==> config.mk <==
export PLATFORM = sky130hd
export DESIGN_NAME = conv_mac_pipe_flat
export DESIGN_NICKNAME = d
export VERILOG_FILES = /design/src/rtl/conv_mac_pipe_pkg.sv /design/src/rtl/conv_mac_pipe_if.sv /design/src/rtl/conv_mac_pipe_adder.sv /design/src/rtl/conv_mac_pipe.sv /design/src/flat_wrapper.sv
export SDC_FILE = /design/constraint.sdc
export NUM_CORES = 2
export LEC_CHECK = 0
export CORE_AREA = 4 4 291 293
export CTS_CLUSTER_DIAMETER = 100
export DETAILED_ROUTE_END_ITERATION = 10
export DIE_AREA = 0 0 295 297
export PLACE_DENSITY = 0.82
export SLEW_MARGIN = 20
export SYNTH_ARGS = -nofsm -noshare
export SYNTH_HDL_FRONTEND = slang
export SYNTH_SLANG_ARGS = --single-unit
==> constraint.sdc <==
create_clock -name clock -period 7.05 [get_ports clock]
set_input_delay 1.41 -clock clock [delete_from_list [all_inputs] [get_ports clock]]
set_output_delay 1.41 -clock clock [all_outputs]
set_load 0.01 [all_outputs]
==> src/rtl/conv_mac_pipe_pkg.sv <==
// Shared constants and width helpers for the convolution MAC pipeline.
// Optional feature macro: MAC_RELU_EN (clamps negative results to zero).
package conv_mac_pipe_pkg;

   localparam int unsigned DEF_DATA_W     = 9;
   localparam int unsigned DEF_N_TAPS     = 9;
   localparam int unsigned DEF_NUM_PASSES = 3;
   localparam int unsigned DEF_OUT_W      = 24;

   // Ceiling log2; clog2(1) == 0.
   function automatic int unsigned clog2(input int unsigned v);
      int unsigned r;
      int unsigned p;
      r = 0;
      p = 1;
      while (p < v) begin
         p = p << 1;
         r = r + 1;
      end
      return r;
   endfunction

   function automatic int unsigned max_u(input int unsigned a, input int unsigned b);
      return (a > b) ? a : b;
   endfunction

   function automatic int unsigned prod_width(input int unsigned data_w);
      return 2 * data_w;
   endfunction

   function automatic int unsigned sum_width(input int unsigned data_w, input int unsigned n_taps);
      return prod_width(data_w) + clog2(n_taps);
   endfunction

   function automatic int unsigned acc_width(input int unsigned data_w, input int unsigned n_taps,
                                             input int unsigned num_passes, input int unsigned out_w);
      return max_u(sum_width(data_w, n_taps), out_w) + clog2(num_passes) + 1;
   endfunction

   localparam int unsigned DEF_PROD_W = prod_width(DEF_DATA_W);
   localparam int unsigned DEF_SUM_W  = sum_width(DEF_DATA_W, DEF_N_TAPS);
   localparam int unsigned DEF_ACC_W  = acc_width(DEF_DATA_W, DEF_N_TAPS, DEF_NUM_PASSES, DEF_OUT_W);

endpackage

==> src/rtl/conv_mac_pipe_if.sv <==
// Beat input / result output bundle of the convolution MAC pipeline.
// master drives beats and receives results; slave is the MAC engine.
interface conv_mac_pipe_if
   import conv_mac_pipe_pkg::*;
#(
   parameter int unsigned DATA_W = DEF_DATA_W,
   parameter int unsigned N_TAPS = DEF_N_TAPS,
   parameter int unsigned OUT_W  = DEF_OUT_W
);
   logic                       in_valid;
   logic [N_TAPS*DATA_W-1:0]   in;
   logic [N_TAPS*DATA_W-1:0]   kernel;
   logic [OUT_W-1:0]           bias;
   logic                       out_valid;
   logic [OUT_W-1:0]           out;
   logic                       out_sat;

   modport master (
      output in_valid, in, kernel, bias,
      input  out_valid, out, out_sat
   );

   modport slave (
      input  in_valid, in, kernel, bias,
      output out_valid, out, out_sat
   );
endinterface

==> src/rtl/conv_mac_pipe_adder.sv <==
// One registered level of the MAC adder tree: 2*K operands in, K pair sums out.
module mac_pipe_adder #(
   parameter int unsigned K     = 1,
   parameter int unsigned SUM_W = 22
)(
   input  logic                   clock,
   input  logic                   reset,
   input  logic                   in_valid,
   input  logic [2*K*SUM_W-1:0]   ops,
   output logic                   out_valid,
   output logic [K*SUM_W-1:0]     sums
);

   // Register pairwise sums and forward the valid bit one level down the tree.
   always_ff @(posedge clock) begin
      if (!reset) begin
         out_valid <= 1'b0;
         sums      <= '0;
      end else begin
         out_valid <= in_valid;
         for (int unsigned j = 0; j < K; j++) begin
            sums[j*SUM_W +: SUM_W] <= ops[(2*j)*SUM_W +: SUM_W] + ops[(2*j+1)*SUM_W +: SUM_W];
         end
      end
   end

endmodule

==> src/rtl/conv_mac_pipe.sv <==
// Pipelined signed multiply-accumulate engine for convolution layers.
// Per beat: N_TAPS products -> registered adder tree -> cross-beat accumulator
// over NUM_PASSES beats plus bias -> saturated OUT_W result with one-cycle strobe.
// Optional feature macro: MAC_RELU_EN (negative results forced to zero).
module conv_mac_pipe
   import conv_mac_pipe_pkg::*;
#(
   parameter int unsigned DATA_W     = DEF_DATA_W,
   parameter int unsigned N_TAPS     = DEF_N_TAPS,
   parameter int unsigned NUM_PASSES = DEF_NUM_PASSES,
   parameter int unsigned OUT_W      = DEF_OUT_W
)(
   input  logic            clock,
   input  logic            reset,
   conv_mac_pipe_if.slave  bus
);

   localparam int unsigned PROD_W = prod_width(DATA_W);
   localparam int unsigned TREE_D = clog2(N_TAPS);
   localparam int unsigned PAD    = 1 << TREE_D;
   localparam int unsigned SUM_W  = sum_width(DATA_W, N_TAPS);
   localparam int unsigned ACC_W  = acc_width(DATA_W, N_TAPS, NUM_PASSES, OUT_W);
   localparam int unsigned PC_W   = (NUM_PASSES > 1) ? clog2(NUM_PASSES) : 1;

   localparam logic [PC_W-1:0] LAST_PC = PC_W'(NUM_PASSES - 1);

   localparam logic signed [ACC_W-1:0] SAT_MAX = {{(ACC_W-OUT_W+1){1'b0}}, {(OUT_W-1){1'b1}}};
   localparam logic signed [ACC_W-1:0] SAT_MIN = {{(ACC_W-OUT_W+1){1'b1}}, {(OUT_W-1){1'b0}}};

   // ---------------- stage M: products ----------------
   logic signed [PROD_W-1:0] prod_c [N_TAPS];
   logic signed [PROD_W-1:0] prod   [N_TAPS];
   logic                     m_valid;
   logic [PC_W-1:0]          ipc;
   logic signed [OUT_W-1:0]  bias_pipe [TREE_D+1];

   // Full-width signed product of each pixel/weight pair.
   always_comb begin
      for (int unsigned i = 0; i < N_TAPS; i++) begin
         prod_c[i] = PROD_W'($signed(bus.in[i*DATA_W +: DATA_W]))
                   * PROD_W'($signed(bus.kernel[i*DATA_W +: DATA_W]));
      end
   end

   // Register products; capture bias on the first beat of each input-side group
   // and carry it down a delay line that matches the tree depth.
   always_ff @(posedge clock) begin
      if (!reset) begin
         m_valid <= 1'b0;
         ipc     <= '0;
         for (int unsigned i = 0; i < N_TAPS; i++) prod[i] <= '0;
         for (int unsigned j = 0; j <= TREE_D; j++) bias_pipe[j] <= '0;
      end else begin
         m_valid <= bus.in_valid;
         for (int unsigned i = 0; i < N_TAPS; i++) prod[i] <= prod_c[i];
         if (bus.in_valid) begin
            bias_pipe[0] <= (ipc == '0) ? $signed(bus.bias) : '0;
            ipc          <= (ipc == LAST_PC) ? '0 : ipc + PC_W'(1);
         end
         for (int unsigned j = 1; j <= TREE_D; j++) bias_pipe[j] <= bias_pipe[j-1];
      end
   end

   // ---------------- stages T1..T_TREE_D: adder tree ----------------
   // Heap-ordered node array: leaves at PAD..2*PAD-1, root at 1, so every
   // level is a contiguous slice with no unused bits.
   logic [2*PAD-1:1][SUM_W-1:0] node;
   logic [TREE_D:0]             tv;

   assign tv[0] = m_valid;

   for (genvar i = 0; i < PAD; i++) begin : g_leaf
      if (i < N_TAPS) begin : g_tap
         assign node[PAD+i] = SUM_W'(prod[i]);
      end else begin : g_pad
         assign node[PAD+i] = '0;
      end
   end

   for (genvar l = 0; l < TREE_D; l++) begin : g_level
      localparam int unsigned K = PAD >> (l + 1);
      mac_pipe_adder #(
         .K     (K),
         .SUM_W (SUM_W)
      ) u_add (
         .clock     (clock),
         .reset     (reset),
         .in_valid  (tv[l]),
         .ops       (node[4*K-1:2*K]),
         .out_valid (tv[l+1]),
         .sums      (node[2*K-1:K])
      );
   end

   // ---------------- stage A: accumulate, saturate, emit ----------------
   logic signed [SUM_W-1:0] tree;
   logic                    tree_valid;
   logic signed [OUT_W-1:0] bias_d;
   logic signed [ACC_W-1:0] acc;
   logic signed [ACC_W-1:0] sum_next;
   logic [PC_W-1:0]         pc;
   logic [OUT_W-1:0]        sat_val;
   logic                    sat_flag;

   assign tree       = node[1];
   assign tree_valid = tv[TREE_D];
   assign bias_d     = bias_pipe[TREE_D];

   // New partial sum: first pass of a group restarts from bias.
   always_comb begin
      if (pc == '0) sum_next = ACC_W'(tree) + ACC_W'(bias_d);
      else          sum_next = acc + ACC_W'(tree);
   end

   // Clamp the group sum into OUT_W, optionally rectified.
   always_comb begin
      sat_val  = OUT_W'(sum_next);
      sat_flag = 1'b0;
      if (sum_next > SAT_MAX) begin
         sat_val  = OUT_W'(SAT_MAX);
         sat_flag = 1'b1;
      end else if (sum_next < SAT_MIN) begin
         sat_val  = OUT_W'(SAT_MIN);
         sat_flag = 1'b1;
      end
`ifdef MAC_RELU_EN
      if (sum_next < 0) begin
         sat_val  = '0;
         sat_flag = 1'b0;
      end
`endif
   end

   // Accumulator, pass counter and registered result with one-cycle strobe.
   always_ff @(posedge clock) begin
      if (!reset) begin
         acc           <= '0;
         pc            <= '0;
         bus.out_valid <= 1'b0;
         bus.out       <= '0;
         bus.out_sat   <= 1'b0;
      end else begin
         bus.out_valid <= 1'b0;
         if (tree_valid) begin
            acc <= sum_next;
            pc  <= (pc == LAST_PC) ? '0 : pc + PC_W'(1);
            if (pc == LAST_PC) begin
               bus.out       <= sat_val;
               bus.out_sat   <= sat_flag;
               bus.out_valid <= 1'b1;
            end
         end
      end
   end

endmodule

==> src/flat_wrapper.sv <==
// flat-port wrapper written by rule: the top's interface ports become plain ports
module conv_mac_pipe_flat import conv_mac_pipe_pkg::*;
#(
   parameter int unsigned DATA_W     = DEF_DATA_W,
   parameter int unsigned N_TAPS     = DEF_N_TAPS,
   parameter int unsigned NUM_PASSES = DEF_NUM_PASSES,
   parameter int unsigned OUT_W      = DEF_OUT_W
)
  (clock, reset, bus_in_valid, bus_in, bus_kernel, bus_bias, bus_out_valid, bus_out, bus_out_sat);
  conv_mac_pipe_if #(.DATA_W(DATA_W), .N_TAPS(N_TAPS), .OUT_W(OUT_W)) bus_i ();
  input  logic clock;
  input  logic reset;
  input wire logic [$bits(bus_i.in_valid)-1:0] bus_in_valid;
  input wire logic [$bits(bus_i.in)-1:0] bus_in;
  input wire logic [$bits(bus_i.kernel)-1:0] bus_kernel;
  input wire logic [$bits(bus_i.bias)-1:0] bus_bias;
  output wire logic [$bits(bus_i.out_valid)-1:0] bus_out_valid;
  output wire logic [$bits(bus_i.out)-1:0] bus_out;
  output wire logic [$bits(bus_i.out_sat)-1:0] bus_out_sat;
  assign bus_i.in_valid = bus_in_valid;
  assign bus_i.in = bus_in;
  assign bus_i.kernel = bus_kernel;
  assign bus_i.bias = bus_bias;
  assign bus_out_valid = bus_i.out_valid;
  assign bus_out = bus_i.out;
  assign bus_out_sat = bus_i.out_sat;
  conv_mac_pipe #(.DATA_W(DATA_W), .N_TAPS(N_TAPS), .NUM_PASSES(NUM_PASSES), .OUT_W(OUT_W)) u_core (.clock(clock), .reset(reset), .bus(bus_i));
endmodule
# Word-level counts from Yosys, hierarchy flattened
# Memory sizes are Yosys's and may differ from the RTL's. A register that Yosys moved wholly into a read port is not among the register bits.
# Index checks and enable logic that the tools add are counted.
totals:
  register_bits: 388
  latchBits: 0
  mem_bits_rw: 282
  rom_bits: 0
  inputBits: 189
  wordCells: 93
  memories: 2
mem_list:
  columns: ["memory", "words", "width", "read_ports", "rd_ports_with_merged_regs", "write_ports", "line", "source"]
  rows:
  - ["u_core.prod", 9, 18, 9, 1, 9, "conv_mac_pipe.sv:32", "logic signed [PROD_W-1:0] prod [N_TAPS];"]
  - ["u_core.bias_pipe", 5, 24, 5, 0, 5, "conv_mac_pipe.sv:35", "logic signed [OUT_W-1:0] bias_pipe [TREE_D+1];"]
op_classes:
  n_addsub: 15
  multipliers: 9
  div: 0
  order_cmp: 2
  n_eq_ne: 2
  n_shift: 0
  mux: 28
  bitwise_logic: 14
  n_reduce_logical: 5
op_table:
  columns: ["op", "n"]
  rows:
  - ["$mux W24", 8]
  - ["$mul A9 B9 Y18", 9]
  - ["$mux W18", 9]
  - ["$add A22 B22 Y22", 7]
  - ["$add A18 B18 Y19", 4]
  - ["$add A27 B22 Y27", 1]
  - ["$gt A27 B24 Y1 const B", 1]
  - ["$lt A27 B24 Y1 const B", 1]
  - ["$mux W27", 1]
  - ["$add A22 B24 Y25", 1]
  - ["$or A1 B1 Y1", 14]
  - ["$mux W1", 8]
  - ["$add A2 B1 Y2 const B", 2]
  - ["$eq A2 B2 Y1 const B", 2]
  - ["$logic_not A2 Y1", 2]
  - ["$mux W2", 2]
  - ["$reduce_and A2 Y1", 2]
  - ["$logic_not A1 Y1", 1]

# Logic depth before layout (Yosys ltp)
# An unclocked memory read counts as a cell.
logic_depth:
  depth_word: 6
  depth_mapped: 23
  mapped_depth_nobuf: 22

# Modules after synthesis
# A second synthesis with hierarchy kept.
unflattened:
  hier_cells: 6919
  area_unflattened_um2: 64002.6
modules_own_cells:
  columns: ["mod", "instances", "cells_per_inst", "area_per_inst_um2"]
  rows:
  - ["conv_mac_pipe", 1, 4055, 39942.1]
  - ["mac_pipe_adder at u_core.g_level[0].u_add", 1, 1518, 12653.4]
  - ["mac_pipe_adder at u_core.g_level[1].u_add", 1, 765, 6424.9]
  - ["mac_pipe_adder at u_core.g_level[2].u_add", 1, 373, 3218.1]
  - ["mac_pipe_adder at u_core.g_level[3].u_add", 1, 208, 1764.2]

# Least setup slack after synthesis
# Ideal clock, no wire load.
synth_path:
  path_kind: "input port to flip-flop"
  start: "input port bus_in[41]"
  end: "memory u_core.prod[4][17] (netlist name)"
  arrival_time_ps: 6039
  slack_ps: 884
  cell_stages: 22
  cell_sequence: "clkbuf_1 > nand2_1 > fa_1 > inv_1 > fa_1 > ha_1 > inv_1 > fa_1 > inv_1 > ha_1 > ha_1 > fa_1 > a21o_1 > a21oi_1 > o21bai_1 > a21oi_1 > o21bai_1 > a21oi_1 > o21ai_0 > o41ai_1 > xnor2_1 > nor2_1"
synth_lines:
  columns: ["item", "line", "source"]
  rows:
  - ["from (decl)", "flat_wrapper.sv:14", "input wire logic [$bits(bus_i.in)-1:0] bus_in;"]
  - ["to (decl)", "conv_mac_pipe.sv:32", null]

==> metrics.txt <==
run status completed; terminus of the critical flop-to-flop path u_core.bus.out[5]; port bufs 214; number of slew-limit violations in the final report 0; die boundary height roughly 300 um; FILL cells slightly above 6,000; first-pass GRT wire length between 150,000 and 200,000 um; post-detailed-route count of antenna-violating nets 0; longest individual stage delay on the worst path ~660 ps; Final period util ~90%; share of cells above drive strength 1 ~3.9%; transition time at the pin with the least slew margin ~1000 ps; post-DP HPWL 92,590 um; IO Count about 220; Adder-Cell Fraction of Synth Area 38.13%; area fraction of the dominant cell type after synthesis around a quarter; dominant cell type by area after synthesis fa_1; Core ar. 81,850 um2; Clock Skew between 30 and 40 ps; Bufs on Longest Clock Path 3; timing-limited maximum frequency between 0.15 and 0.2 GHz; Resize count post-CTS 0; type of the worst setup path in2reg; TritonCTS clock tree yes; dominant combinational cell family by area after synthesis adder cells; Setup Viol. Count Final 0; Reg2Reg Setup Slack ~3400 ps; number of antenna violations at the first check in global routing 2; minimum clock period after layout roughly 6400 ps; buffer type at the clock tree root clkbuf_16; maximum resistive drop on vdd approximately 260 uV; worst rel slew slack 33.99%; ratio of routed vias to standard cells 5.382; capture point of the critical path u_core.prod[1][17]; setup total negative slack 0 ps; placed inst area around 55,000 um2; count of unique library cells instantiated by Yosys 73; clock latency at the later pin of the worst-skew pair between 600 and 700 ps; final routed wire length divided by cell count around 16 um; synthesized cell area 51,450 um2; smallest hold slack 431.7 ps; number of core rows 105; crit path DAT roughly 6900 ps; power per cell area roughly 370 nW/um2; final net count 7,039; maximum number of pins on one net before global-route repair between 150 and 200; YS warnings 0; stages on the worst setup path 22; worst-path cell with the longest stage delay clkdlybuf4s50_1; Worst Reg2Reg Path Length in Cells 13; final number of hold-violating endpoints 0; main area contributors after synthesis fa_1 25%, dfxtp_1 17%, ha_1 13%; cell with the most instances after synthesis inv_1; die width between 200 and 300 um; startpoint class of the critical path input pin; EDFF count, synth 120; reported max-cap violation count 0; mux share of post-synthesis cell area less than 1%; simple-gate portion of the synthesized area between 10% and 20%; number of search-and-repair iterations in the first detailed-routing pass 6; CP startpoint bus_kernel[9]; H-tree depth 2; mean area per synthesized cell approximately 9.5 um2; register area share after synthesis 24.20%; number of standard cells after synthesis about 5,400; Worst-path clk slew approximately 60 ps; worst-path maximum fanout 9; class of the worst hold path reg2reg; number of design-rule violations left by the first detailed-router iteration between 2,000 and 2,500; endpoint kind of the worst setup timing path flip-flop; post-synthesis async set-or-reset flop share 0%; P&R area growth vs syn 10.78%; Compound-Gate Fraction of Synth Area around 8.5%; starting density of the core between 60% and 70%; Design Area, Final 57,000 um2; FF-to-FF Start u_core.g_level[3].u_add.sums[0]; TritonCTS Buffers 56; TritonCTS Sinks between 500 and 600; setup fix buffers added after clock tree synthesis 0; WP buf/inv 4; via total after detailed routing about 36,000; commonest cells in the synthesized netlist 758 x inv_1, 640 x fa_1, 544 x ha_1; placer's final routability congestion estimate roughly 0.92; unrepaired setup endpoints after global routing false; area of the die just under 90,000 um2; total wire length 111,900 um; Critical Path, Cell by Cell clkdlybuf4s50_1 > nand2_1 > fa_1 > inv_1 > fa_1 > ha_1 > inv_1 > fa_1 > inv_1 > ha_1 > ha_1 > fa_1 > a21o_1 > a21oi_1 > o21bai_1 > a21oi_1 > o21bai_1 > a21oi_1 > o21ai_0 > o41ai_1 > xnor2_1 > nor2_1; detailed-route DRC error count 0; Synth Flop Type dfxtp_1; share of the synthesized netlist area taken by xor and xnor gates 4.817%; data required time at the worst endpoint 7550 ps; total gr overflow 0; total of hold buffers inserted after clock tree synthesis 0; gr usage total roughly a quarter; CP delay by family, top adder cells; vias in the first global route roughly 38,000; number of register bits inferred by synthesis about 560; most repeated library cell on the critical path fa_1; post-route total power 20,820 uW; static leakage around 0.027 uW
-- placed cells by master (no fill, tap or decap), types with 80 or more instances in the layout --
| cell | netlist | final |
|---|---|---|
| conb_1 | 1 | 96 |
| o21ai_0 | 111 | 111 |
| fa_1 | 640 | 640 |
| nor2_1 | 368 | 366 |
| ha_1 | 544 | 544 |
| clkdlybuf4s50_1 | 0 | 213 |
| dfxtp_1 | 442 | 441 |
| and2_1 | 492 | 492 |
| inv_1 | 758 | 757 |
| buf_4 | 0 | 82 |
| edfxtp_1 | 120 | 120 |
| a21oi_1 | 187 | 187 |
| nor3_1 | 84 | 84 |
| xnor2_1 | 203 | 203 |
| xor2_1 | 80 | 80 |
| nand2_1 | 508 | 508 |
-- cell type report --
class	instances	area [um2]	area share, %
multi-input combinational	3992	35780	62.78
sequential	562	12450	21.85
inverter	758	2853	5.005
timing repair buffer	296	2761	4.845
clock buffer	82	1589	2.788
tap	1070	1339	2.349
clock inverter	19	214.0	0.3754
antenna	2	5.005	0.008781
-- worst register-to-register path, stage by stage, from the launching register on --
cell and delay, ps:
dfxtp_1 350, ha_1 200, inv_1 60, fa_1 400, nand2b_1 210, a21oi_1 320, nor4b_2 110, o21bai_2 320
o211ai_2 200, and3_1 220, nor3_1 370, a311o_1 290, and2_4 390, a211oi_2 140
-- logic make-up after synthesis --
family                     count (synthesis)
muxes                                     27
buffers and inverters                    944
other                                      1
DFF                                      562
xor gates and xnor gates                 283
adders and majority gates               1184
AOI/OAI and AO/OA                        652
and+or+nand+nor                         1750
-- metrics by stage --
stage               util, %  cells  worst slack, ps
global placement      67.42   6678            201.5
detailed placement    67.42   6678            55.88
floorplan                 -   5498            883.6
finish                69.64   6781            693.3
CTS                   69.63   6779            727.4
global route          69.64   6780            313.7
-- report_power, final --
| group | switching [uW] | leakage, uW | internal [uW] |
|---|---|---|---|
| registers | 464 | 0.00489 | 4080 |
| clock network | 1240 | 0.000868 | 1640 |
| logic | 7370 | 0.0217 | 6020 |
| total | 9070 | 0.0274 | 11700 |
-- layer usage --
metal / part of all wire (%) / global-route usage (%) / vias to the layer above / routed length (um)
li1: - / - / 17679 / -
met1: 42 / 34.30 / 17750 / 47140
met2: 50 / 45.95 / 873 / 56390
met3: 4.3 / 2.800 / 194 / 4781
met4: 3.2 / 7.908 / 0 / 3539
met5: 0 / 0 / - / 0
-- worst min path at each step --
| stage | startpoint | end | slack (ps) | cells past startpoint |
|---|---|---|---|---|
| final | u_core.g_level[0].u_add.sums[102] | u_core.g_level[1].u_add.sums[58] | 430 | 1 |
| after global routing | u_core.prod[8][3] | u_core.g_level[0].u_add.sums[91] | 450 | 1 |
| after CTS | u_core.prod[8][14] | u_core.g_level[0].u_add.sums[102] | 430 | 1 |
| after detailed placement | u_core.prod[8][3] | u_core.g_level[0].u_add.sums[91] | 420 | 1 |
| after global placement | u_core.prod[8][11] | u_core.g_level[0].u_add.sums[99] | 420 | 1 |
| after floorplan | u_core.m_valid | u_core.g_level[0].u_add.out_valid | 410 | 1 |
-- flip-flops by register name, indices dropped and copies added, names as in the netlist --
name                            flops
u_core.bus.out_sat                  1
u_core.ipc                          2
u_core.prod                       162
u_core.pc                           2
u_core.bus.out                     24
u_core.g_level.u_add.out_valid      4
u_core.bus.out_valid                1
u_core.bias_pipe                  120
u_core.m_valid                      1
u_core.acc                         27
u_core.g_level.u_add.sums         218
Note: power is estimated with default switching activity, not from simulation.
